$ cat config.mk
export PLATFORM = sky130hd
export DESIGN_NAME = sort4_serializer
export DESIGN_NICKNAME = d
export VERILOG_FILES = /design/src/rtl/sort4_serializer.sv
export SDC_FILE = /design/constraint.sdc
export NUM_CORES = 1
export LEC_CHECK = 0
export CAP_MARGIN = 10
export CORE_MARGIN = 3
export CORE_UTILIZATION = 45
export DETAILED_ROUTE_END_ITERATION = 10
export PLACE_DENSITY = 0.84
export SLEW_MARGIN = 20
export SYNTH_ARGS = -nofsm -noshare
export SYNTH_HDL_FRONTEND = slang
export SYNTH_SLANG_ARGS = --single-unit
$ cat constraint.sdc
create_clock -name clk -period 2 [get_ports clk]
set_clock_uncertainty 0.2 [all_clocks]
set_input_delay 0.3 -clock clk [delete_from_list [all_inputs] [get_ports clk]]
set_output_delay 0.3 -clock clk [all_outputs]
set_load 0.01 [all_outputs]
$ cat src/rtl/sort4_serializer.sv
// Takes one sorted four-value frame and sends it out as a stream, min first and max last.
// Flags any accepted frame whose values are not in nondecreasing order.
module sort4_serializer #(
    parameter int W     = 2,
    parameter int CNT_W = 8
) (
    input  logic             clk,
    input  logic             rst,
    input  logic             in_valid,
    output logic             in_ready,
    input  logic [W-1:0]     min,
    input  logic [W-1:0]     midl,
    input  logic [W-1:0]     midh,
    input  logic [W-1:0]     max,
    output logic [W-1:0]     out_data,
    output logic             out_valid,
    input  logic             out_ready,
    output logic             out_last,
    output logic             order_err,
    output logic [CNT_W-1:0] frame_cnt
);

    // state | meaning
    // IDLE  | no frame held
    // SEND  | frame held, emitting hold[idx]
    typedef enum logic {IDLE, SEND} state_t;

    state_t       state, state_nxt;
    logic [W-1:0] hold [4];
    logic [1:0]   idx;
    logic         accept;
    logic         xfer;
    logic         last_idx;
    logic         bad_order;

    assign last_idx  = (idx == 2'd3);
    assign out_valid = (state == SEND);
    assign out_last  = out_valid && last_idx;
    assign out_data  = out_valid ? hold[idx] : '0;
    assign xfer      = out_valid && out_ready;
    assign accept    = in_valid && in_ready;
    assign bad_order = (min > midl) || (midl > midh) || (midh > max);

    // When the last element leaves, a new frame can load on the same edge.
    always_comb begin
        in_ready  = 1'b0;
        state_nxt = state;
        case (state)
            IDLE: begin
                in_ready = 1'b1;
                if (accept) state_nxt = SEND;
            end
            SEND: begin
                in_ready = last_idx && out_ready;
                if (xfer && last_idx && !accept) state_nxt = IDLE;
            end
            default: state_nxt = IDLE;
        endcase
    end

    always_ff @(posedge clk) begin
        if (rst) state <= IDLE;
        else     state <= state_nxt;
    end

    always_ff @(posedge clk) begin
        if (rst) begin
            for (int i = 0; i < 4; i++) hold[i] <= '0;
            idx       <= 2'd0;
            order_err <= 1'b0;
            frame_cnt <= '0;
        end else begin
            if (accept) begin
                hold[0] <= min;
                hold[1] <= midl;
                hold[2] <= midh;
                hold[3] <= max;
                idx     <= 2'd0;
            end else if (xfer) begin
                idx <= idx + 2'd1;
            end
            if (accept && bad_order) order_err <= 1'b1;
            if (xfer && last_idx) frame_cnt <= frame_cnt + 1'b1;
        end
    end

endmodule

==> results by group <==
Run status
  • Status: finished, violations left
  • Failing checks: setup timing

Critical path
  • Top Family by Delay on Critical Path: multiplexers
  • Critical path capture point type: output pin
  • Slowest cell on crit path: mux4_2
  • CP Class: reg2out
  • Worst-path cell chain: buf_6, mux4_2, and2_4, buf_6
  • Required time of the worst setup path: 1.50 ns
  • Max incr delay on CP: 0.49 ns
  • Worst reg2reg setup slack: 0.35 ns
  • Top cell by count, worst path: buf_6
  • Worst setup SP type: register
  • Worst Path Max Fanout: 2
  • Critical path data arrival time: 1.51 ns
  • Crit path buf inv count: 2

GRT
  • GRT Total Usage: 14.5%
  • Initial antenna violation count: 0
  • Vias in the first global route: 778
  • Met1 Use GR: 18.3%
  • GRT busiest layer: met2
  • M2 GR Usage: 25.4%
  • Met3 GRT Util: 2.45%
  • Grt ovf: 0
  • First-pass GRT wire length: 3.19 mm
  • Pin count of the biggest net entering global routing: 13

STA
  • Min Tclk post-route: 2.01 ns
  • Fin. max-slew vios: 0
  • Final critical-path share of the clock period: 100%
  • Slew HR: 82.9%
  • Worst-Margin Slew: 0.257 ns
  • Max frequency: 0.498 GHz
  • Final worst setup slack: -0.00860 ns
  • Count of final setup violators: 2
  • Final Hold Fails: 0
  • RSZ-0062 raised after global routing: yes

Logic synthesis
  • Mapped Area: 1070 um2
  • FF+latch count, synth: 22
  • Cells after Synth: 103
  • Sequential area share after synthesis: 48.5%
  • Syn Area/Cell: 10.4 um2
  • Synth warn: 0
  • Yosys cell types: 28
  • Syn Nets: 123

Final layout
  • Commonest cells after routing, fill and taps aside: clkdlybuf4s50_1 (21), dfxtp_1 (12), nor2_1 (10), nor3_1 (8), edfxtp_1 (8)
  • Share of cells above drive strength 1: 17.8%
  • Commonest non-fill, non-tap cell in the layout: clkdlybuf4s50_1
  • Final Non-Filler Cells: 163
  • # fillers: 184
  • ANT cells: 0
  • Area occupied by multi-input gates: 512 um2
  • Final Cell Area: 1420 um2
  • Nets: 156
  • Area Growth Syn to Fin: 32.6%
  • FF+latch area: 523 um2

Power and ir drop
  • Cell leakage power: 0.581 nW
  • Worst ir drop on vdd: 0.000368 V
  • Cell area power density: 569 nW/um2

Floorplanning
  • Starting Density: 48.0%
  • Core footprint: 2230 um2
  • Top Ports: 26
  • # rows: 17
  • Die Width: 54.8 um
  • Die area: 3000 um2
  • Die Y-Extent: 54.8 um

Route
  • Residual DRC: 0
  • Via density: 5.21
  • Starting DRT DRC Count: 28
  • Initial DRT Pass Iterations: 4
  • Drt wl/cell: 12.6 um
  • Vias: 850
  • Antenna Nets Post-Route: 0
  • Post-detailed-routing wire length: 2.06 mm

CTS
  • Longest Clk Path Bufs: 2
  • Root buffer cell: clkbuf_4
  • Clock-pin slew on the worst setup and hold paths: 0.11 ns
  • Htree depth: 1
  • CTS sink cnt: 22
  • CTS buffer count: 3
  • Cts hold-fix bufs: 0
  • CTS tree: built
  • Clock Latency Late Sink: 0.29 ns

Placement
  • Dpl ws: -0.0732 ns
  • Post-DP Area: 1370 um2
  • Post-Place Cells: 157
  • GP Congestion: 0.737
  • Port bufs: 25
  • Detailed placement HPWL: 1.64 mm

Min path
  • Hold WC Path Type: reg2reg

Run
  • Max-cap violation count: 0
-- cell usage after synthesis --
| library cell | instances | area, um2 |
|---|---|---|
| dfxtp_1 | 14 | 280 |
| nor2_1 | 10 | 37.5 |
| edfxtp_1 | 8 | 240 |
| ha_1 | 8 | 100 |
| nor3_1 | 8 | 40.0 |
| inv_1 | 7 | 26.3 |
| nand2_1 | 6 | 22.5 |
| nand4_1 | 4 | 25.0 |
| o21ai_0 | 4 | 20.0 |
| xor2_1 | 4 | 35.0 |
| a21oi_1 | 3 | 15.0 |
| and2_2 | 3 | 22.5 |
| nor2b_1 | 3 | 18.8 |
| xnor2_1 | 3 | 26.3 |
| and2_1 | 2 | 12.5 |
| and3_1 | 2 | 12.5 |
| clkbuf_1 | 2 | 7.51 |
| mux4_2 | 2 | 45.0 |
| a21bo_2 | 1 | 10.0 |
| a31oi_1 | 1 | 6.26 |
| buf_6 | 1 | 11.3 |
| mux2i_1 | 1 | 10.0 |
| nand2_2 | 1 | 6.26 |
| nand2_4 | 1 | 11.3 |
| nand2b_2 | 1 | 8.76 |
| nand3_1 | 1 | 5.00 |
| o21ba_2 | 1 | 10.0 |
| or3_1 | 1 | 6.26 |
-- metal layers --
layer	vias to the layer above	share of wire, %
li1	423	-
met1	390	44
met2	35	50
met3	2	5.2
met4	0	0.92
met5	-	0
-- per-stage QoR --
stage / power (W) / hold slack [ns] / utilization [%] / setup TNS (ns)
2_1_floorplan: 0.000560 / 0.229 / - / 0
3_3_place_gp: 0.000613 / 0.272 / 61.3 / -0.0116
3_5_place_dp: 0.000621 / 0.277 / 61.3 / -0.175
4_1_cts: 0.000816 / 0.300 / 63.5 / -0.0443
5_1_grt: 0.000844 / 0.331 / 63.6 / -0.107
6_report: 0.000809 / 0.297 / 63.6 / -0.0150
-- tightest hold or removal path, stage by stage, from the launching register on --
cell and delay, ns:
dfxtp_1 0.33, nand2_1 0.06, a21oi_1 0.07
-- cell families after synthesis --
| kind of cell | share of synthesized area, % |
|---|---|
| flops | 48.5 |
| buf+inv | 4.20 |
| xor+xnor | 5.72 |
| mux | 5.13 |
| fa+ha+maj | 9.34 |
| simple gates | 21.4 |
| compound gates | 5.72 |
-- flip-flops by register name, summed over array words and instances (netlist names), named ones only --
register   count
frame_cnt      8
order_err      1
hold           8
out_valid      1
idx            2
-- cell type report --
class                      count  area share, %
inverter                       7           1.85
clock buffer                   4           1.85
timing repair buffer          31           21.0
tap                           28           2.46
sequential                    22           36.8
multi-input combinational     71           36.0
-- path summary, 6_finish.rpt --
kind,startpoint,end,cells past startpoint
worst max-delay path,register,out_data[1],4
worst min-delay path,idx[1],idx[1],2
worst max register to register,idx[0],hold[1][0],5
worst min register to register,idx[1],idx[1],2
-- power by group --
group | switching [W] | total (W) | leakage [nW] | internal (W)
Combinational | 0.0000552 | 0.000124 | 0.365 | 0.0000692
Clock | 0.000115 | 0.000193 | 0.0150 | 0.0000775
Sequential | 0.00000937 | 0.000492 | 0.201 | 0.000483
Total | 0.000180 | 0.000809 | 0.581 | 0.000629
-- timing repair --
| item | CTS | global route |
|---|---|---|
| pin swaps | 0 | 0 |
| resized for setup | 17 | 1 |
| endpoints found under the setup margin | 4 | 2 |
| buffers inserted | 2 | 0 |
Power figures use the tool's default switching activity.
